**src/rtl/int_div_32.sv**
```systemverilog
// int_div_32: iterative radix-2 restoring divider (DIV/DIVU/REM/REMU).
// Ports: start/signed_div_i/X/Y in; busy/result_rdy/Quotient/Remainder out.
module int_div_32 #(
  parameter int OPERAND_SIZE = 32
) (
  input  logic                    clk,
  input  logic                    rst_n,
  input  logic                    start,
  input  logic                    signed_div_i,
  input  logic [OPERAND_SIZE-1:0] X,
  input  logic [OPERAND_SIZE-1:0] Y,
  output logic                    busy,
  output logic                    result_rdy,
  output logic [OPERAND_SIZE-1:0] Quotient,
  output logic [OPERAND_SIZE-1:0] Remainder
);

  localparam int N  = OPERAND_SIZE;
  localparam int CW = $clog2(N);
  localparam logic [N-1:0] MIN_NEG = {1'b1, {(N-1){1'b0}}};

  typedef enum logic [1:0] {
    S_IDLE,
    S_DIV,
    S_FIX,
    S_DONE
  } state_t;

  state_t        state_q, state_d;
  logic [CW-1:0] cnt_q, cnt_d;
  logic [N-1:0]  rem_q, rem_d;
  logic [N-1:0]  quo_q, quo_d;
  logic [N-1:0]  dvs_q, dvs_d;
  logic [N-1:0]  qo_q, qo_d;
  logic [N-1:0]  ro_q, ro_d;
  logic          negq_q, negq_d;
  logic          negr_q, negr_d;

  logic          sx, sy;
  logic [N-1:0]  x_mag, y_mag;
  logic [N:0]    shl, sub;
  logic          fits;

  assign sx    = signed_div_i & X[N-1];
  assign sy    = signed_div_i & Y[N-1];
  // MIN_NEG negates to itself, which is its correct unsigned magnitude
  assign x_mag = sx ? -X : X;
  assign y_mag = sy ? -Y : Y;

  // rem < divisor always holds, so a borrow shows up in bit N
  assign shl  = {rem_q, quo_q[N-1]};
  assign sub  = shl - {1'b0, dvs_q};
  assign fits = ~sub[N];

  always_comb begin
    state_d = state_q;
    cnt_d   = cnt_q;
    rem_d   = rem_q;
    quo_d   = quo_q;
    dvs_d   = dvs_q;
    qo_d    = qo_q;
    ro_d    = ro_q;
    negq_d  = negq_q;
    negr_d  = negr_q;
    unique case (state_q)
      S_IDLE, S_DONE: begin
        state_d = S_IDLE;
        if (start) begin
          if (Y == '0) begin
            qo_d    = '1;
            ro_d    = X;
            state_d = S_DONE;
          end else if (signed_div_i && X == MIN_NEG
                       && Y == '1) begin
            qo_d    = X;
            ro_d    = '0;
            state_d = S_DONE;
          end else begin
            rem_d   = '0;
            quo_d   = x_mag;
            dvs_d   = y_mag;
            negq_d  = sx ^ sy;
            negr_d  = sx;
            cnt_d   = CW'(N - 1);
            state_d = S_DIV;
          end
        end
      end
      S_DIV: begin
        rem_d = fits ? sub[N-1:0] : shl[N-1:0];
        quo_d = {quo_q[N-2:0], fits};
        if (cnt_q == '0) begin
          state_d = S_FIX;
        end else begin
          cnt_d = cnt_q - 1'b1;
        end
      end
      S_FIX: begin
        qo_d    = negq_q ? -quo_q : quo_q;
        ro_d    = negr_q ? -rem_q : rem_q;
        state_d = S_DONE;
      end
      default: begin
        state_d = S_IDLE;
      end
    endcase
  end

  // registers update on the falling clock edge
  always_ff @(negedge clk or negedge rst_n) begin
    if (!rst_n) begin
      state_q <= S_IDLE;
      cnt_q   <= '0;
      rem_q   <= '0;
      quo_q   <= '0;
      dvs_q   <= '0;
      qo_q    <= '0;
      ro_q    <= '0;
      negq_q  <= 1'b0;
      negr_q  <= 1'b0;
    end else begin
      state_q <= state_d;
      cnt_q   <= cnt_d;
      rem_q   <= rem_d;
      quo_q   <= quo_d;
      dvs_q   <= dvs_d;
      qo_q    <= qo_d;
      ro_q    <= ro_d;
      negq_q  <= negq_d;
      negr_q  <= negr_d;
    end
  end

  assign busy       = (state_q == S_DIV) || (state_q == S_FIX);
  assign result_rdy = (state_q == S_DONE);
  assign Quotient   = qo_q;
  assign Remainder  = ro_q;

endmodule
```
**config.mk**
```make
export PLATFORM = sky130hd
export DESIGN_NAME = int_div_32
export DESIGN_NICKNAME = d
export VERILOG_FILES = /design/src/rtl/int_div_32.sv
export SDC_FILE = /design/constraint.sdc
export NUM_CORES = 1
export LEC_CHECK = 0
export BUFFER_PORTS_ARGS = -buffer_cell sky130_fd_sc_hd__clkbuf_2
export CAP_MARGIN = 5
export CORE_MARGIN = 5
export CORE_UTILIZATION = 30
export DETAILED_ROUTE_END_ITERATION = 16
export GPL_ROUTABILITY_DRIVEN = 1
export SYNTH_ARGS = -nofsm -noshare
export SYNTH_HDL_FRONTEND = slang
export SYNTH_SLANG_ARGS = --single-unit
```
**constraint.sdc**
```tcl
create_clock -name clk -period 4.7 [get_ports clk]
set_input_delay 0.94 -clock clk [delete_from_list [all_inputs] [get_ports clk]]
set_output_delay 0.94 -clock clk [all_outputs]
set_load 0.005 [all_outputs]
```
Yosys cells after proc, flatten, opt, wreduce, memory -nomap -nowiden
Cells that the tools add are included.
{"block": "totals", "out_inout_bits": 66, "ff_bits": 169, "word_cells": 76, "in_bits": 68}
{"block": "classes", "bitwise_logic": 6, "n_mux": 31, "eq_ne": 11, "n_reduce_logical": 13, "add_sub_neg": 6}
{"cell": "two-way mux 32 bit", "n": 17}
{"cell": "case mux 32 bit (2 select lines)", "n": 4}
{"cell": "negation 32 bit", "n": 4}
{"cell": "== test 32 bit, second input constant", "n": 2}
{"cell": "subtractor 33 x 32 -> 33 bit", "n": 1}
{"cell": "zero test 32 bit", "n": 1}
{"cell": "two-way mux 5 bit", "n": 4}
{"cell": "inequality test 2 bit, second input constant", "n": 5}
{"cell": "case mux 5 bit (2 select lines)", "n": 1}
{"cell": "two-way mux 2 bit", "n": 4}
{"cell": "AND reduction 4 bit", "n": 2}
{"cell": "case mux 2 bit (3 select lines)", "n": 1}
{"cell": "zero test 5 bit", "n": 1}
{"cell": "AND reduction 5 bit", "n": 1}
{"cell": "subtractor 5 x 1 -> 5 bit, second input constant", "n": 1}
{"cell": "== test 2 bit, second input constant", "n": 2}
{"cell": "nonzero test 2 bit", "n": 2}
{"cell": "inequality test 3 bit, second input constant", "n": 1}
{"cell": "NOT 1 bit", "n": 3}
{"cell": "AND reduction 3 bit", "n": 1}
{"cell": "bitwise AND 1 bit", "n": 2}
{"cell": "== test 2 x 1 -> 1 bit, second input constant", "n": 1}
{"cell": "logical AND 1 bit", "n": 2}
{"cell": "zero test 2 bit", "n": 1}
{"cell": "other kinds (3)", "n": 3}

Logic depth before layout (Yosys ltp)
{"block": "logic_depth", "depth_word": 7, "mapped_depth": 14, "mapped_depth_nobuf": 12}

==> flow_summary.json <==
{
  "fin_nets": 1857,
  "clockRootBuffer": "clkbuf_16",
  "timing.final.ws_setup_ns": -0.512,
  "final-max-slew-violation-count": 0,
  "multi_input_area_um2": 8190,
  "diodes": 0,
  "cts_tree": "built",
  "start_util_pct": 30.2,
  "critPathTopFamily": "simple AND/OR/NAND/NOR gates",
  "hpwl_mm": 31.2,
  "p_total_w": 0.0106,
  "path_cells": "buf_6, or4_4, nor3b_4, nand4_1, buf_6, nor2_4, nor2_4, a21o_2, buf_4, and2_4, a31o_2",
  "relSlewSlack_pct": 34.2,
  "status": "finished with violations",
  "holdCritPathClass": "register to register",
  "core_area_um2": 39500,
  "dr.pass1.iters": 5,
  "grt_pass1_vias": 11600,
  "worst_slew_pin_slew_ns": 0.974,
  "dr.first_iter.drc_count": 811,
  "place_inst": 2210,
  "layout-area-overhead-vs-synth_pct": 40.1,
  "hold_buffers": 0,
  "path_max_fanout": 5,
  "cp_data_arrival_time_ns": 3.12,
  "ff_latch_area_um2": 4230,
  "critPathCaptureType": "register",
  "die_area_um2": 43900,
  "setup_tns_ns": -65.24,
  "async_flop_share_pct": 100,
  "place_congestion": 0.903,
  "numCtsBuffers": 17,
  "row_count": 73,
  "drive_gt1_share_pct": 33.2,
  "die_h_um": 209,
  "finClkSkew_ns": 0.0108,
  "grtUsageTotal_pct": 18.4,
  "ys_types": 61,
  "worstSetupPathType": "input port to register",
  "synth_common_cells": "nand2_1 (193), o21ai_0 (175), dfrtn_1 (169), nor2_1 (137), a21oi_1 (108)",
  "report.final.hold_viol_count": 0,
  "final_cells": 2284,
  "clkSinkCount": 169,
  "dieWidth_um": 209,
  "grt_max_degree": 58,
  "slowest_stage": "or4_4",
  "critPathMaxStageDelay_ns": 0.56,
  "synth_area_um2": 11900,
  "synth_edf_count": 0,
  "drtAntennaViolNets": 0,
  "path_clk_slew_ns": 0.05,
  "violations": "negative setup slack",
  "postSynthCellCount": 1475,
  "ir_drop_v": 0.000351,
  "setup_viol": 167,
  "syn_avg_cell_area_um2": 8.09,
  "crit_required_ns": 2.60,
  "drc": 0,
  "num_vias": 12200,
  "grt_pass1_wl_mm": 64.9,
  "synth_top_cell_by_area": "dfrtn_1",
  "clk_latency_ns": 0.41,
  "yosysWarnings": 0,
  "port_buffers": 133,
  "rsz0062_at_grt": "yes",
  "cp_num_buf_inv": 3,
  "power.leakage_nw": 7.27,
  "cts_max_path_buffers": 2,
  "routedWlPerCell_um": 18.9,
  "start_kind": "input port",
  "num-fill-cells": 3869,
  "synth_top_area_share_pct": 35.4,
  "totalWireLength_mm": 43.1,
  "syn-num-nets": 1586,
  "yosysSeqAreaShare_pct": 35.4,
  "power.density_nw_per_um2": 635,
  "synth_most_common_cell": "nand2_1",
  "max_cap_viol_count": 0,
  "ys_ff_latch": 169,
  "vias_per_cell": 5.35,
  "ios": 134,
  "synthFlopType": "dfrtn_1",
  "antenna_found_initial": 0,
  "grt_overflow_total": 0,
  "timing.reg2reg.setup_slack_ns": 0.73,
  "htreeDepth": 4,
  "synth.area.top_cells": "dfrtn_1 (35%), o21ai_0 (7.3%), nand2_1 (6.1%)"
}
layout make-up:
type,count,area share (%)
Clock inverter,9,0.397
Clock buffer,23,2.92
Tap cell,525,3.93
Sequential cell,169,25.3
Inverter,59,1.32
Timing Repair Buffer,337,17.1
Multi-Input combinational cell,1162,49.0
metal layers:
metal / GRT usage [%] / routed length, um / up-vias
li1: - / - / 5820
met1: 25.9 / 19200 / 5881
met2: 29.5 / 19900 / 456
met3: 3.24 / 3110 / 55
met4: 4.52 / 957 / 0
met5: 0 / 0 / -
final timing paths:
kind	startpoint	endpoint	cells past startpoint
setup / recovery	X[2]	rem_q[30]	11
hold / removal	Remainder[16]	Remainder[16]	2
setup reg to reg	quo_q[31]	rem_q[9]	13
hold reg to reg	Remainder[16]	Remainder[16]	2
max in group asynchronous	rst_n	quo_q[22]	2
min in group asynchronous	rst_n	Remainder[15]	1
sequential cells by signal, summed over array words and instances, names as in the netlist:
| name | flops |
|---|---|
| Quotient | 32 |
| cnt_q | 5 |
| dvs_q | 32 |
| rem_q | 32 |
| quo_q | 32 |
| negr_q | 1 |
| state_q | 2 |
| negq_q | 1 |
| Remainder | 32 |
placed cells by master, fill, tap and decap left out, drive strengths merged, types with 6 or more instances in the layout:
| cell type | instances |
|---|---|
| xor2 | 62 |
| o21ai | 175 |
| o31ai | 31 |
| nand4 | 20 |
| a211oi | 16 |
| a21o | 21 |
| inv | 60 |
| and3 | 8 |
| a22oi | 25 |
| clkbuf | 161 |
| nor3 | 19 |
| buf | 197 |
| xnor2 | 82 |
| dfrtn | 169 |
| nand2 | 194 |
| or3 | 15 |
| o22ai | 15 |
| mux2i | 36 |
| ha | 42 |
| nor2 | 137 |
| o21a | 6 |
| o41ai | 17 |
| a21oi | 108 |
| or4 | 20 |
| a31oi | 9 |
| nor4 | 13 |
| nand3 | 18 |
| nor2b | 11 |
cells by family (layout without fill, tap and decap cells):
| kind of cell | count (synthesis) | after routing | share of synthesized area [%] |
|---|---|---|---|
| AO/OA/AOI/OAI | 457 | 457 | 23.2 |
| XOR/XNOR | 144 | 144 | 10.6 |
| adder cells (fa/ha/maj) | 43 | 43 | 4.57 |
| buffers and inverters | 145 | 428 | 4.68 |
| flip-flops | 169 | 169 | 35.4 |
| multiplexers | 36 | 36 | 3.02 |
| AND/OR/NAND/NOR | 481 | 482 | 18.5 |
what timing repair did:
action,in CTS,in global routing
endpoints found under the hold margin,0,0
pin swaps,19,19
buffers inserted,15,13
endpoints found under the setup margin,168,169
cloned,9,10
resized for setup,71,232
stage by stage:
stage               worst slack (ns)  area (um2)  utilization (%)  hold slack, ns
floorplan                     -0.642       12300                -           0.396
global placement               -1.13       14500             36.6           0.421
detailed placement            -0.965       14500             36.6           0.433
CTS                           -0.410       15600             39.5           0.426
global route                  -0.563       16700             42.3           0.438
finish                        -0.512       16700             42.3           0.429
tightest hold or removal path, delay by kind of cell, from the launching register on:
| kind | cells | cell delay [ns] |
|---|---|---|
| and+or+nand+nor | 1 | 0.05 |
| AOI/OAI and AO/OA | 1 | 0.06 |
| DFF | 1 | 0.40 |
power breakdown:
group          leakage, nW  internal [W]  total [W]  switching (W)
clock                0.262      0.000734    0.00135       0.000619
combinational         4.89       0.00297    0.00656        0.00359
sequential            2.11       0.00209    0.00270       0.000609
Note: power is estimated with default switching activity, not from simulation.
